**src/rtl/rr_arb4.sv**
```systemverilog
// rr_arb4: four-way round-robin arbiter with registered one-hot grant,
// hold timeout and a mandatory idle turnaround between grants.
module rr_arb4 #(
  parameter int TIMEOUT = 8
) (
  input  logic       clk,
  input  logic       rst,
  input  logic [3:0] req,
  input  logic       done,
  output logic [3:0] gnt,
  output logic [1:0] gnt_idx,
  output logic       busy,
  output logic       to_evt
);

  typedef enum logic {IDLE, GRANT} state_t;

  localparam logic [7:0] HOLD_LAST = 8'(TIMEOUT - 1);

  state_t     state, state_n;
  logic [3:0] gnt_n;
  logic [1:0] idx_n;
  logic [7:0] hold, hold_n;
  logic [1:0] ptr, ptr_n;
  logic       to_n;
  logic [1:0] win;
  logic       win_ok;
  logic       hit_to;
  logic       rel_user;

  // scan from ptr+4 (== ptr) down to ptr+1 so the nearest match wins last
  always_comb begin
    win    = ptr;
    win_ok = 1'b0;
    for (int k = 4; k >= 1; k--) begin
      if (req[ptr + 2'(k)]) begin
        win    = ptr + 2'(k);
        win_ok = 1'b1;
      end
    end
  end

  assign hit_to   = (hold == HOLD_LAST);
  assign rel_user = done || !req[gnt_idx];

  always_comb begin
    state_n = state;
    gnt_n   = gnt;
    idx_n   = gnt_idx;
    hold_n  = hold;
    ptr_n   = ptr;
    to_n    = 1'b0;
    unique case (state)
      IDLE: begin
        if (win_ok) begin
          state_n = GRANT;
          gnt_n   = 4'b0001 << win;
          idx_n   = win;
          hold_n  = 8'd0;
          ptr_n   = win;
        end
      end
      GRANT: begin
        if (hit_to || rel_user) begin
          state_n = IDLE;
          gnt_n   = 4'b0000;
          idx_n   = 2'b00;
          hold_n  = 8'd0;
          to_n    = hit_to && !rel_user;
        end else if (hold != 8'hFF) begin
          hold_n = hold + 8'd1;
        end
      end
      default: begin
        state_n = IDLE;
        gnt_n   = 4'b0000;
        idx_n   = 2'b00;
        hold_n  = 8'd0;
      end
    endcase
  end

  always_ff @(posedge clk) begin
    if (rst) begin
      state   <= IDLE;
      gnt     <= 4'b0000;
      gnt_idx <= 2'b00;
      hold    <= 8'd0;
      ptr     <= 2'b11;
      to_evt  <= 1'b0;
    end else begin
      state   <= state_n;
      gnt     <= gnt_n;
      gnt_idx <= idx_n;
      hold    <= hold_n;
      ptr     <= ptr_n;
      to_evt  <= to_n;
    end
  end

  assign busy = |gnt;

endmodule

```
**config.mk**
```make
export PLATFORM = sky130hd
export DESIGN_NAME = rr_arb4
export DESIGN_NICKNAME = d
export VERILOG_FILES = /design/src/rtl/rr_arb4.sv
export SDC_FILE = /design/constraint.sdc
export NUM_CORES = 1
export LEC_CHECK = 0
export CAP_MARGIN = 20
export CELL_PAD_IN_SITES_DETAIL_PLACEMENT = 0
export CELL_PAD_IN_SITES_GLOBAL_PLACEMENT = 1
export CORE_ASPECT_RATIO = 0.9
export CORE_MARGIN = 2
export CORE_UTILIZATION = 42
export DETAILED_ROUTE_END_ITERATION = 16
export HOLD_SLACK_MARGIN = 0.03
export PLACE_DENSITY = 0.91
export SLEW_MARGIN = 20
export SYNTH_ARGS = -nofsm -noshare
export SYNTH_HDL_FRONTEND = slang
export SYNTH_SLANG_ARGS = --single-unit
export TNS_END_PERCENT = 100
```
**constraint.sdc**
```tcl
create_clock -name clk -period 5 [get_ports clk]
set_input_delay 0.5 -clock clk [delete_from_list [all_inputs] [get_ports clk]]
set_output_delay 0.5 -clock clk [all_outputs]
set_load 0.02 [all_outputs]
```
==> metrics.md <==
| Metric | Value |
|---|---|
| Port-buffer cells | `14` |
| Layout area overhead | `19.27%` |
| Max Root-Sink Buffers | `2` |
| Hold_sp | `gnt[1]` |
| Leak | `0.3960 nW` |
| Maximum number of pins on one net before global-route repair | `10` |
| Post-CTS setup buffers | `0` |
| RSZ-0062 raised after global routing | `false` |
| Die Ht | `48.45 µm` |
| Wire per inst | `13.02 µm` |
| Flop2flop setup slack | `3100 ps` |
| Fraction of layout cells with a size suffix above 1 | `0.1316` |
| Crit share post-route | `0.4384` |
| Hold WS | `503.9 ps` |
| Vias in the first global route | `705` |
| Worst-Margin Slew | `531.0 ps` |
| Hold buffers post-CTS | `0` |
| Post-Route Utilization | `0.5183` |
| Post-Syn Nets | `107` |
| Post-CTS sizing | `0` |
| Post-Synthesis Cells | `99` |
| Initial antenna violation count | `0` |
| Yosys top cell by area | `dfxtp_1` |
| Count of final max-slew check failures | `0` |
| First-pass GRT wire length | `3105 µm` |
| Ys Warns | `0` |
| Critical Path End Type | `register` |
| Max_cap viols | `0` |
| Initial Util | `0.4346` |
| Die Area | `2587 µm²` |
| Clk slew on worst S/H paths | `90 ps` |
| Max Clk Rate | `456.2 MHz` |
| Min-Delay Endpoint | `gnt[1]` |
| Max Fanout on Critical Path | `7` |
| Req. time, crit path | `5220 ps` |
| Post-Layout Cell Count | `141` |
| R2R Path End | `hold[1]` |
| Synth top area cells | `dfxtp_1, nor2_1, xnor2_1` |
| Startpoint types | `input pin` |
| Post-synth EDFFs | `0` |
| Asr flop ratio synth | `0` |
| Antenna cells | `0` |
| Post-synthesis area per instance | `9.314 µm²` |
| Number of instances in the placed design | `138` |
| Synth Flop Type | `dfxtp_1` |
| Seq/Total Area, Yosys | `0.3908` |
| Rows | `16` |
| Fin crit period | `2192 ps` |
| CTS sink count | `18` |
| Drt total wl | `1836 µm` |
| Placer Congestion | `0.8472` |
| DRC viols | `0` |
| Critical Path AT | `2410 ps` |
| Synth unique cells | `44` |
| Total global-route track usage | `0.1605` |
| VDD IR-drop max | `0.2320 mV` |
| Final setup vio count | `0` |
| Mapped Area | `922.1 µm²` |
| Critical path class | `in2reg` |
| Reg2reg start | `hold[4]` |
| Post-DRT Antenna Nets | `0` |
| Worst path slowest cell | `or4_4` |
| DR vias | `786` |
| Hold Path Cell Cnt | `1` |
| Post-Route Skew | `0.9934 ps` |
| Worst hold path class | `reg2reg` |
| CTS tree | `done` |
| Core area | `2122 µm²` |
| Clk root buf | `clkbuf_4` |
| Net count, final | `124` |
| GRT overflow | `0` |
| Area share of the largest cell type after synthesis | `0.3908` |
| Slew HR | `0.6369` |
| Worst-skew pair later-pin latency | `280 ps` |
| DR iter-0 viols | `16` |
| DP Wirelength | `1419 µm` |
| Max incr delay on CP | `600 ps` |
| Die W | `53.39 µm` |
| Final Hold Vio Count | `0` |
| Outcome | `completed` |
| Num CTS Buffers | `3` |
| IO Count | `15` |
| Power density over the cells | `269.8 nW/µm²` |
| Setup TNS | `0 ps` |
| Crit-path cells | `clkdlybuf4s50_1 > or4_4 > nor2_2 > a21oi_2 > or2_1 > nor3_2` |
| Filler cells | `208` |
| H-Tree Depth | `1` |
| Vias per cell | `5.574` |
| Flop and latch count out of synthesis | `18` |
| DR pass1 iterations | `4` |
| Cells on worst reg2reg path | `5` |
worst max path at each step:
stage               startpoint  endpoint  slack, ps  cells past startpoint
finish                  req[3]   hold[5]       2810                      6
global route            req[3]   hold[1]       2700                      6
CTS                     req[3]   hold[5]       2830                      6
detailed placement      req[3]   hold[5]       2540                      6
global placement        req[3]   hold[5]       2580                      6
floorplan               req[3]   hold[5]       3180                      6
area by class of cell:
class | instances | area, µm² | area share
sequential | 18 | 360.3 | 0.3276
timing repair buffer | 14 | 140.1 | 0.1274
multi-input combinational | 77 | 535.5 | 0.4869
tap | 27 | 33.78 | 0.03072
clock buffer | 3 | 22.52 | 0.02048
inverter | 2 | 7.507 | 0.006826
where the power goes:
group	total, W	switching, W	leakage, nW	internal (W)
Clock	0.0000692	0.0000412	0.0138	0.0000280
Combinational	0.0000666	0.0000326	0.235	0.0000340
Sequential	0.000161	0.00000940	0.147	0.000152
Yosys cell counts, types with 2 or more instances:
| cell | instances |
|---|---|
| dfxtp_1 | 18 |
| nor2_1 | 11 |
| a21oi_1 | 5 |
| nand2_1 | 4 |
| xnor2_1 | 4 |
| a211o_1 | 3 |
| a22o_2 | 3 |
| mux2i_1 | 3 |
| nor3_1 | 3 |
| a211oi_1 | 2 |
| a22o_1 | 2 |
| a31oi_1 | 2 |
| inv_1 | 2 |
| nand2b_1 | 2 |
| nand3_1 | 2 |
| nand4_1 | 2 |
| nor2_2 | 2 |
| nor3b_1 | 2 |
| or4_1 | 2 |
cell usage in the layout, fill, tap and decap left out, types with 3 or more instances in the layout:
cell type / netlist / layout
dfxtp_1: 18 / 18
clkdlybuf4s50_1: 0 / 14
nor2_1: 11 / 11
a21oi_1: 5 / 5
nand2_1: 4 / 4
xnor2_1: 4 / 4
mux2i_1: 3 / 3
nor3_1: 3 / 3
a211o_1: 3 / 3
a22o_2: 3 / 3
clkbuf_4: 0 / 3
state kept, by name, summed over array words and instances, names as in the netlist:
name / flops
state: 1
ptr: 2
gnt: 4
hold: 8
to_evt: 1
gnt_idx: 2
logic make-up (layout without fill, tap and decap cells):
| family | Yosys count | count (layout) | share of synthesized area |
|---|---|---|---|
| AND/OR/NAND/NOR | 42 | 42 | 0.2673 |
| AO/OA/AOI/OAI | 26 | 26 | 0.2198 |
| flip-flops | 18 | 18 | 0.3908 |
| XOR/XNOR | 5 | 5 | 0.04749 |
| buffers and inverters | 4 | 19 | 0.02850 |
| multiplexers | 3 | 3 | 0.03257 |
| adder cells (fa/ha/maj) | 1 | 1 | 0.01357 |
layer usage:
layer / vias up / share of wire / GRT usage
met2: 18 / 0.44 / 0.2222
met4: 0 / 0.012 / 0.05556
met3: 4 / 0.048 / 0.06173
met5: - / 0 / 0
met1: 356 / 0.50 / 0.2259
li1: 408 / - / -
critical path, delay by kind of cell:
family / cells / cell delay (ps)
simple gates: 4 / 1350
buf+inv: 1 / 500
compound gates: 1 / 60
through the flow:
step | cell area [µm²] | worst slack, ps | total power, W
floorplan | 922.1 | 3178 | 0.0002045
global placement | 1077 | 2575 | 0.0002296
detailed placement | 1077 | 2536 | 0.0002307
CTS | 1100 | 2828 | 0.0002982
global route | 1100 | 2697 | 0.0003127
finish | 1100 | 2808 | 0.0002967
Power figures use the tool's default switching activity.
==> RTL edit 1, RTL diff (same flow settings) <==
Reset style: asynchronous (`rst`), changed in one clocked block.
--- a/src/rtl/rr_arb4.sv
+++ b/src/rtl/rr_arb4.sv
@@ -82,3 +82,3 @@
 
-  always_ff @(posedge clk) begin
+  always_ff @(posedge clk or posedge rst) begin
     if (rst) begin
Function: differs if rst is asserted again (counterexample within 4 cycles, from zero or initial values and one cycle with rst high); with rst held inactive, the same outputs for 10 cycles.
==> RTL edit 1 against the unedited design <==
  * Sequential cell count did not move
  * Area after synthesis rose by 11%
  * Sequential share of layout area rose by 4.2 points
  * Final area rose by 11%
  * Worst setup slack improved by 0.0077 ns
  * Synthesized cell count rose by 7.1%
  * Routed wire length rose by 23%
  * Register-to-register slack got worse by 0.25 ns
  * Die area rose by 10%
  * Hold slack improved by 0.029 ns
  * Critical path type unchanged
  * Critical endpoint is now gnt[1]$_DFFE_PP0P_
Power is not compared: it rests on default switching activity, and its combinational part moved more than twofold at a synthesized area within 25%.
==> RTL edit 1: results (changes against the unedited design) <==
* Status: finished clean (unchanged)
* Via/cell ratio at 5.85 (was 5.57)
* Filler cells at 208 (unchanged)
* Asr flop ratio synth at 100% (was 0%)
* CTS clk-pin slew, worst paths at 0.11 ns (was 0.09 ns)
* Total track usage at 18.9% (was 16.1%)
* Worst slew pin tran at 0.687 ns (was 0.531 ns)
* Avg WL per Cell at 15.0 µm (was 13.0 µm)
* Vias in the first global route at 848 (was 705)
* Fraction of layout cells with a size suffix above 1 at 11.4% (was 13.2%)
* CP max FO at 9 (was 7)
* Avg Inst Size Synth at 9.68 µm² (was 9.31 µm²)
* Post-synthesis mux area share at 4.88% (was 3.26%)
* Top post-synthesis cells by area: dfrtp_1 (39%), dfstp_2 (5.1%), mux2i_1 (4.9%) (was dfxtp_1 (39%), nor2_1 (4.5%), xnor2_1 (3.8%))
* Final hold slack at 0.533 ns (was 0.504 ns)
* 1st-iter DRT viols at 43 (was 16)
* Clock insertion delay at the later pin of the skew report at 0.30 ns (was 0.28 ns)
* Hold path depth at 1 (unchanged)
* Synth cell count leaders: dfrtp_1 (16), inv_1 (13), nor2_1 (8) (was dfxtp_1 (18), nor2_1 (11), a21oi_1 (5))
* Gpl congestion at 0.836 (was 0.847)
* Netlist cell types at 40 (was 44)
* Hold Path Sink: hold[0]$_DFFE_PP0P_ (was gnt[1]$_SDFFE_PP0P_)
* Synth Area in Compound Gates at 22.1% (was 22.0%)
* R2R depth at 4 (was 5)
* R2r setup slk at 2.85 ns (was 3.10 ns)
* Placed Instances at 146 (was 138)
* First-pass GRT wire length at 4150 µm (was 3110 µm)
* RR Endpoint: gnt[1]$_DFFE_PP0P_ (was hold[1]$_SDFFE_PP0P_)
* Post-placement cell area at 1190 µm² (was 1080 µm²)
* Pre-CTS setup slack at 2.53 ns (was 2.54 ns)
* Synth Area in XOR/XNOR at 0.854% (was 4.75%)
* Total Nets Final at 132 (was 124)
* Hold_sp: hold[0]$_DFFE_PP0P_ (was gnt[1]$_SDFFE_PP0P_)
* Pin count of the biggest net entering global routing at 19 (was 10)
* Post-synthesis sequential area ratio at 44.1% (was 39.1%)
* HPWL after DPL at 1720 µm (was 1420 µm)
* Final WL at 2250 µm (was 1840 µm)
* Die Footprint at 2850 µm² (was 2590 µm²)
* Worst r2r src: hold[3]$_DFFE_PP0P_ (was hold[4]$_SDFFE_PP0P_)
[RTL edit 1: how the worst max path moves through the flow]
stage	start	endpoint	slack, ns	depth (start not counted)
finish	req[3]	gnt[1]$_DFFE_PP0P_	2.82	5
global route	hold[3]$_DFFE_PP0P_	gnt[1]$_DFFE_PP0P_	2.73	4
CTS	req[3]	gnt[1]$_DFFE_PP0P_	2.84	5
detailed placement	req[3]	gnt[1]$_DFFE_PP0P_	2.53	5
global placement	req[3]	gnt[1]$_DFFE_PP0P_	2.63	5
floorplan	hold[3]$_DFFE_PP0P_	hold[5]$_DFFE_PP0P_	3.11	5
[RTL edit 1: layout make-up]
type | instances | area, µm² | area share, %
flip-flops and latches | 18 | 453 | 37.0
multi-input cells | 74 | 513 | 41.9
clock buffers | 4 | 36.3 | 2.96
repair buffers | 14 | 140 | 11.4
inverters | 13 | 48.8 | 3.98
well taps | 27 | 33.8 | 2.76
[RTL edit 1: layer usage]
metal  global-route usage [%]  part of all wire [%]  vias up
li1                         -                     -      434
met4                     2.38                  0.67        0
met5                        0                     0        -
met3                     5.57                   3.7        2
met2                     26.5                    41       19
met1                     29.3                    54      423
[RTL edit 1: power by group through the flow]
stage / Clock, mW / Combinational, mW / Sequential (mW)
5_1_grt: 0.103 / 0.290 / 0.238
3_3_place_gp: 0 / 0.262 / 0.231
2_1_floorplan: 0 / 0.139 / 0.250
3_5_place_dp: 0 / 0.264 / 0.234
4_1_cts: 0.0939 / 0.266 / 0.231
6_report: 0.0927 / 0.264 / 0.231
[RTL edit 1: critical path, cell delays in order]
cell	delay, ns
clkdlybuf4s50_1	0.53
or4_1	0.64
nor2_1	0.36
a21oi_2	0.16
o22ai_1	0.21
==> RTL edit 2, RTL diff (config.mk and constraints unchanged) <==
Made on the original files. The parameter `TIMEOUT` goes from 8 to 6.
--- a/src/rtl/rr_arb4.sv
+++ b/src/rtl/rr_arb4.sv
@@ -3,3 +3,3 @@
 module rr_arb4 #(
-  parameter int TIMEOUT = 8
+  parameter int TIMEOUT = 6
 ) (
Formal check against the unedited RTL: not equivalent (Yosys sat finds a counterexample within 10 cycles, from zero or initial values and one cycle with rst high).
==> RTL edit 2 against the unedited design <==
  * Routed wire length up 12%
  * Power grew 1.2%
  * Hold slack got worse by 0.013 ns
  * Final area rose by 5.1%
  * Worst setup slack worse by 0.014 ns
  * Area after synthesis is 5.0% higher
  * Sequential cell count unchanged
  * Maximum frequency is 0.62% lower
  * Largest cell class unchanged
  * Largest power group unchanged
  * Highest routed layer unchanged
==> RTL edit 2: results (changes against the unedited design) <==
* Critical Path AT at 1.71 ns (was 2.41 ns)
* Vias at 844 (was 786)
* Clock network power share at 23.1% (was 23.3%)
* Non-Clock Inverter Count at 3 (was 2)
* CP Capture Point: busy (was hold[5]$_SDFFE_PP0P_)
* Gpl congestion at 0.756 (was 0.847)
* R2r setup slk at 3.19 ns (was 3.10 ns)
* 1st-iter DRT viols at 19 (was 16)
* Mapped Nets at 117 (was 107)
* Seq/total area at 31.2% (was 32.8%)
* Clock Skews at 0.00749 ns (was 0.000993 ns)
* Hold Path Sink: hold[1]$_SDFFE_PP0P_ (was gnt[1]$_SDFFE_PP0P_)
* Pwr per Cell Area at 260 nW/µm² (was 270 nW/µm²)
* Filler cells at 228 (was 208)
* RR Endpoint: hold[7]$_SDFFE_PP0P_ (was hold[1]$_SDFFE_PP0P_)
* Worst slew pin tran at 0.473 ns (was 0.531 ns)
* CP max stage cell: clkdlybuf4s50_1 (was or4_4)
* Status: finished clean (unchanged)
* Avg Inst Size Synth at 8.97 µm² (was 9.31 µm²)
* Peak supply drop at 193 µV (was 232 µV)
* Netlist cell types at 36 (was 44)
* First-pass GRT wire length at 3330 µm (was 3110 µm)
* Avg WL per Cell at 13.7 µm (was 13.0 µm)
* Pre-CTS setup slack at 2.50 ns (was 2.54 ns)
* Top delay family on crit path: buffers and inverters (was simple AND/OR/NAND/NOR gates)
* Vias in the first global route at 726 (was 705)
* Worst r2r src: gnt_idx[1]$_SDFFE_PP0P_ (was hold[4]$_SDFFE_PP0P_)
* Post-synthesis sequential area ratio at 37.2% (was 39.1%)
* Critical path origin: gnt[1]$_SDFFE_PP0P_ (was req[3])
* Final period util at 44.1% (was 43.8%)
-- RTL edit 2: cell types whose count changed in the layout (fill, tap and decap cells not counted), sizes merged, moves of 2 or more --
cell / before / now
o21ai: 1 / 5
nor4: 0 / 2
a211oi: 2 / 0
a31oi: 2 / 0
nand3: 2 / 4
or3: 3 / 5
o31ai: 1 / 4
nor2: 13 / 9
a21oi: 6 / 12
xnor2: 4 / 0
nor3: 4 / 2
-- RTL edit 2: routing by layer --
| metal | share of wire [%] | GRT usage [%] | vias to the layer above |
|---|---|---|---|
| met5 | 0 | 0 | - |
| met3 | 4.0 | 6.36 | 2 |
| met4 | 1.2 | 5.00 | 0 |
| met1 | 49 | 23.1 | 384 |
| met2 | 46 | 24.4 | 18 |
| li1 | - | - | 440 |
-- RTL edit 2: cells by family after synthesis --
| logic type | share of synthesized area [%] |
|---|---|
| muxes | 3.62 |
| adders and majority gates | 2.58 |
| and+or+nand+nor | 28.6 |
| buffers and inverters | 2.07 |
| AOI/OAI and AO/OA | 26.0 |
| DFF | 37.2 |
